## src/rtl/clk_pkg.sv

```systemverilog
// Shared types and defaults for the programmable clock divider.
// Holds the counter type, the controller state enum and the default half-period.
package clk_pkg;

  localparam int unsigned CNT_W    = 32;
  localparam int unsigned DEF_HALF = 5000;

  typedef logic [CNT_W-1:0] counter_t;

  typedef enum logic [1:0] {
    IDLE  = 2'd0,
    RUN   = 2'd1,
    DRAIN = 2'd2
  } div_state_t;

endpackage

```

## src/rtl/clk_div_core.sv

```systemverilog
// Half-period counter and toggle flop of the divider.
// Ports: clk, rst (async, active-high), en, clr, half (active half-period),
//        o_clk (divided clock), wrap (counter at half-1), wrap_rise (wrap with o_clk low).
module clk_div_core
  import clk_pkg::*;
#(
  parameter int unsigned W = CNT_W
) (
  input  logic         clk,
  input  logic         rst,
  input  logic         en,
  input  logic         clr,
  input  logic [W-1:0] half,
  output logic         o_clk,
  output logic         wrap,
  output logic         wrap_rise
);

  logic [W-1:0] cnt;

  // half is never 0, so half-1 cannot wrap around.
  assign wrap      = (cnt == half - W'(1));
  assign wrap_rise = wrap && !o_clk;

  always_ff @(posedge clk or posedge rst) begin
    if (rst) begin
      cnt   <= '0;
      o_clk <= 1'b0;
    end else if (clr) begin
      cnt   <= '0;
      o_clk <= 1'b0;
    end else if (en) begin
      if (wrap) begin
        cnt   <= '0;
        o_clk <= ~o_clk;
      end else begin
        cnt <= cnt + W'(1);
      end
    end
  end

endmodule

```

## src/rtl/clk_div_ctrl.sv

```systemverilog
// Run-time controller: start/stop sequencing, config handshake, boundary-safe apply.
// Ports: i_clk_FPGA, i_reset, i_start, i_stop, i_cfg_valid, i_cfg_half,
//        o_cfg_ready, o_cfg_err, o_clk, o_tick, o_busy (all outputs registered).
module clk_div_ctrl
  import clk_pkg::*;
#(
  parameter int unsigned CNT_WIDTH    = CNT_W,
  parameter int unsigned DEFAULT_HALF = DEF_HALF
) (
  input  logic                 i_clk_FPGA,
  input  logic                 i_reset,
  input  logic                 i_start,
  input  logic                 i_stop,
  input  logic                 i_cfg_valid,
  input  logic [CNT_WIDTH-1:0] i_cfg_half,
  output logic                 o_cfg_ready,
  output logic                 o_cfg_err,
  output logic                 o_clk,
  output logic                 o_tick,
  output logic                 o_busy
);

  div_state_t           state;
  div_state_t           state_nxt;
  logic [CNT_WIDTH-1:0] active_half;
  logic [CNT_WIDTH-1:0] pend_half;
  logic                 pend_valid;
  logic                 en;
  logic                 clr;
  logic                 wrap;
  logic                 wrap_rise;
  logic                 fall;
  logic                 apply;
  logic                 accept;
  logic                 accept_zero;
  logic                 accept_ok;

  clk_div_core #(
    .W(CNT_WIDTH)
  ) u_core (
    .clk      (i_clk_FPGA),
    .rst      (i_reset),
    .en       (en),
    .clr      (clr),
    .half     (active_half),
    .o_clk    (o_clk),
    .wrap     (wrap),
    .wrap_rise(wrap_rise)
  );

  // Falling toggle: end of a full period.
  assign fall = wrap && o_clk;

  always_ff @(posedge i_clk_FPGA or posedge i_reset) begin
    if (i_reset) state <= IDLE;
    else         state <= state_nxt;
  end

  always_comb begin
    state_nxt = state;
    en        = 1'b0;
    clr       = 1'b0;
    unique case (state)
      IDLE: begin
        clr = 1'b1;
        if (i_start && !i_stop) state_nxt = RUN;
      end
      RUN: begin
        if (i_stop && !o_clk) begin
          // Low phase: stop at once, no toggle this edge.
          clr       = 1'b1;
          state_nxt = IDLE;
        end else begin
          en = 1'b1;
          // High phase: finish it; if it ends now, go straight to IDLE.
          if (i_stop) state_nxt = fall ? IDLE : DRAIN;
        end
      end
      DRAIN: begin
        en = 1'b1;
        if (fall) state_nxt = IDLE;
      end
      default: begin
        clr       = 1'b1;
        state_nxt = IDLE;
      end
    endcase
  end

  assign accept      = i_cfg_valid && o_cfg_ready;
  assign accept_zero = accept && (i_cfg_half == '0);
  assign accept_ok   = accept && (i_cfg_half != '0);
  assign apply       = pend_valid && ((state == IDLE) || (en && fall));

  always_ff @(posedge i_clk_FPGA or posedge i_reset) begin
    if (i_reset) begin
      o_tick      <= 1'b0;
      o_busy      <= 1'b0;
      o_cfg_err   <= 1'b0;
      o_cfg_ready <= 1'b1;
      active_half <= CNT_WIDTH'(DEFAULT_HALF);
      pend_half   <= '0;
      pend_valid  <= 1'b0;
    end else begin
      o_tick    <= en && wrap_rise;
      o_busy    <= (state_nxt != IDLE);
      o_cfg_err <= accept_zero;
      if (apply) active_half <= pend_half;
      if (accept_ok) begin
        pend_half  <= i_cfg_half;
        pend_valid <= 1'b1;
      end else if (apply) begin
        pend_valid <= 1'b0;
      end
      // Ready reopens one cycle after the pending value is applied.
      if (accept_ok) o_cfg_ready <= 1'b0;
      else           o_cfg_ready <= !pend_valid;
    end
  end

endmodule

```

## config.mk

```make
export PLATFORM = sky130hd
export DESIGN_NAME = clk_div_ctrl
export DESIGN_NICKNAME = d
export VERILOG_FILES = /design/src/rtl/clk_pkg.sv /design/src/rtl/clk_div_core.sv /design/src/rtl/clk_div_ctrl.sv
export SDC_FILE = /design/constraint.sdc
export NUM_CORES = 1
export LEC_CHECK = 0
export CELL_PAD_IN_SITES_DETAIL_PLACEMENT = 1
export CELL_PAD_IN_SITES_GLOBAL_PLACEMENT = 1
export CORE_MARGIN = 3
export CORE_UTILIZATION = 47
export CTS_BUF_LIST = sky130_fd_sc_hd__clkbuf_8 sky130_fd_sc_hd__clkbuf_16
export DETAILED_ROUTE_END_ITERATION = 10
export PLACE_DENSITY = 0.83
export SYNTH_ARGS = -nofsm -noshare
export SYNTH_HDL_FRONTEND = slang
export SYNTH_HIERARCHICAL = 1
export SYNTH_SLANG_ARGS = --single-unit
```

## constraint.sdc

```tcl
create_clock -name i_clk_FPGA -period 4 [get_ports i_clk_FPGA]
set_input_delay 0.8 -clock i_clk_FPGA [delete_from_list [all_inputs] [get_ports i_clk_FPGA]]
set_output_delay 0.8 -clock i_clk_FPGA [all_outputs]
set_load 0.005 [all_outputs]
```

==> impl_metrics.env <==
export IMPL_cp_start_kind="flip-flop"
export IMPL_core_region_area_um2=11600
export IMPL_setup_violations=0
export IMPL_path_delay_family="simple AND/OR/NAND/NOR gates"
export IMPL_cts_buffer_depth=2
export IMPL_clkTransAtPathRegs_ns=0.08
export IMPL_multi_input_area_um2=2930
export IMPL_cp_common_cell="mux2i_1"
export IMPL_dr_pass1_iters=4
export IMPL_yosys_top_cells_area="dfrtp_1 43%, mux2_2 12%, xor2_1 5.4%"
export IMPL_synth_top_family_by_area="simple AND/OR/NAND/NOR gates"
export IMPL_ys_ff_latch=104
export IMPL_place_gp_congestion=0.820
export IMPL_register_area_um2=2610
export IMPL_vias=4338
export IMPL_status="completed"
export IMPL_finalNonFillerCells=720
export IMPL_ys_flop_type="dfrtp_1"
export IMPL_dpl_hpwl_mm=11.3
export IMPL_die_h_um=116
export IMPL_skew_ns=0.0104
export IMPL_critical_path_required_ns=4.23
export IMPL_initial_core_util=0.488
export IMPL_critPathMaxStageDelay_ns=0.59
export IMPL_seq_area_frac_synth=0.463
export IMPL_leakagePower_nw=2.64
export IMPL_rrSetupSlack_ns=0.15
export IMPL_r2r_start="active_half[0]$_DFFE_PP0P_"
export IMPL_min_from="pend_half[11]$_DFFE_PP0P_"
export IMPL_r2r_cells=15
export IMPL_via_per_inst=6.03
export IMPL_clk_latency_ns=0.36
export IMPL_drt_iter0_drc=191
export IMPL_crit_slowest_cell="or4b_1"
export IMPL_cts_tree="yes"
export IMPL_die_area_um2=13400
export IMPL_worstPathArrival_ns=4.08
export IMPL_yosys_area_share_simple=0.203
export IMPL_synth_most_common_cell="dfrtp_1"
export IMPL_rows=39
export IMPL_synth_nets=560
export IMPL_hold_path_class="reg2reg"
export IMPL_critical_path_cell_chain="inv_1 > ha_2 > nor4b_2 > buf_4 > nand4bb_2 > mux2i_1 > mux2i_1 > a21oi_1 > or4b_1 > nor4b_4 > o2111ai_1 > nand2b_1 > nand2_1 > buf_12 > mux2_2"
export IMPL_yosys_area_share_xor_xnor=0.106
export IMPL_cts_sinks=104
export IMPL_fillCellCount=1224
export IMPL_yosys_area_top_type="dfrtp_1"
export IMPL_period_minus_slack_ns=3.85
export IMPL_grt_pass1_wl_mm=26.2
export IMPL_cts_root_buffer="clkbuf_16"
export IMPL_post_cts_buffers=0
export IMPL_synth_mux_area_frac=0.133
export IMPL_vdd_ir_drop_worst_mv=0.405
export IMPL_cts_buffers=9
export IMPL_crit_buf_inv=3
export IMPL_cp_max_fo=32
export IMPL_die_x_um=116
export IMPL_grt_overflow=0
export IMPL_synth_compound_area_frac=0.0546
export IMPL_yosysTopAreaCellShare=0.435
export IMPL_slew_headroom=0.398
export IMPL_pin_count=42
export IMPL_tns_ns=0
export IMPL_n_antenna_cell=0
export IMPL_synthAdderAreaFrac=0.0155
export IMPL_cap_violations=0
export IMPL_grt_pass1_vias=4808
export IMPL_synth_area_um2=5640
export IMPL_drive_gt1_frac=0.208
export IMPL_synth_cell_types=61
export IMPL_antenna_found_initial=0
export IMPL_tightest_slew_ns=0.903
export IMPL_p_per_area_nw_per_um2=640
export IMPL_dp_cells=704
export IMPL_antenna_left=0
export IMPL_synth_cells=516
export IMPL_wl_per_cell_um=22.3
export IMPL_min_to="active_half[11]$_DFFE_PP0P_"
export IMPL_async_reset_ff_frac=1.00
export IMPL_hold_depth=1
export IMPL_grt_max_degree=72
export IMPL_hold_viol=0
export IMPL_yosys_warnings=6
export IMPL_fmax_ghz=0.260
export IMPL_htree_num_levels=3
export IMPL_worst_setup_path_type="reg2reg"
export IMPL_drt_wl_total_mm=16.1
export IMPL_area_growth_pct=17.3
export IMPL_synthTopCellsByCount="98 x dfrtp_1, 62 x mux2_2, 43 x nor3_1"
export IMPL_post_route_period_util=0.962
export IMPL_drc=0
export IMPL_reg2reg_to="active_half[4]$_DFFE_PP0P_"
export IMPL_syn_avg_cell_area_um2=10.9
export IMPL_finalMaxSlewViolations=0
export IMPL_grt_total_usage=0.258
export IMPL_crit_path_end_kind="flip-flop"
export IMPL_num_nets_final=616
export IMPL_port_buffers=41
export IMPL_synth_edf_count=0
-- power by group --
group | leakage [nW] | switching (W) | internal [W] | total, W
clock | 0.141 | 0.000434 | 0.000432 | 0.000866
combinational | 1.21 | 0.000735 | 0.000813 | 0.00155
sequential | 1.30 | 0.000389 | 0.00143 | 0.00182
total | 2.64 | 0.00156 | 0.00268 | 0.00424
-- sequential cells by signal, summed over array words and instances (netlist names), 2 cells and up --
name and cells:
active_half 32, u_core/cnt 32, pend_half 32, state 2
-- per-stage QoR --
stage                     power, W  hold WS (ns)  setup slack [ns]  cell area, um^2  utilization
after floorplan            0.00277         0.460             0.299             5640            -
after detailed placement   0.00331         0.496             0.140             6300        0.545
after CTS                  0.00423         0.515            0.0727             6590        0.569
after global placement     0.00316         0.489             0.167             6300        0.545
final                      0.00424         0.512             0.153             6620        0.572
after global routing       0.00448         0.526           -0.0372             6620        0.572
-- area by class of cell --
type	instances	area share
clock buffer	9	0.0340
clock inverter	7	0.00851
inverter	11	0.00624
multi-input combinational	384	0.442
sequential	104	0.394
tap	143	0.0270
timing repair buffer	62	0.0877
-- cell families after synthesis --
family          after synthesis
simple gates                200
flops                       104
xor+xnor                     68
mux                          67
compound gates               42
buf+inv                      28
fa+ha+maj                     7
-- worst max-delay path by stage --
stage / endpoint / depth (start not counted) / from
2_1_floorplan: active_half[0]$_DFFE_PP0P_ / 12 / active_half[10]$_DFFE_PP0P_
3_3_place_gp: u_core/cnt[26]$_DFFE_PP0P_ / 13 / i_stop
3_5_place_dp: u_core/cnt[30]$_DFFE_PP0P_ / 13 / i_stop
4_1_cts: active_half[4]$_DFFE_PP0P_ / 15 / active_half[0]$_DFFE_PP0P_
5_1_grt: active_half[4]$_DFFE_PP0P_ / 12 / active_half[11]$_DFFE_PP0P_
6_report: active_half[4]$_DFFE_PP0P_ / 15 / active_half[0]$_DFFE_PP0P_
-- placed cells by master (no fill, tap or decap), drive strengths merged, types with 4 or more instances in the layout --
master / instances
dfrtp: 98
mux2: 65
nor3: 43
clkdlybuf4s50: 41
xor2: 35
xnor2: 33
nand2: 32
nor2: 25
buf: 21
nor4: 17
inv: 15
nand3: 14
and3: 10
o21ai: 9
clkbuf: 9
nand4: 8
nand2b: 8
nor4b: 8
ha: 7
a31oi: 6
dfstp: 6
or3: 6
nor2b: 6
a21oi: 4
nand3b: 4
or4: 4
-- metal layers --
metal / GRT usage / vias to the layer above / wire (um) / part of all wire
met5: 0 / - / 0 / 0
met4: 0.110 / 0 / 511 / 0.032
met3: 0.0339 / 36 / 544 / 0.034
met2: 0.436 / 109 / 8050 / 0.50
met1: 0.333 / 2206 / 6990 / 0.43
li1: - / 1987 / - / -
-- repair_timing --
item,in CTS,in global routing
resized for setup,1,7
hold buffers,0,0
endpoints found under the setup margin,15,34
No activity file was read; power rests on OpenSTA's default activity.
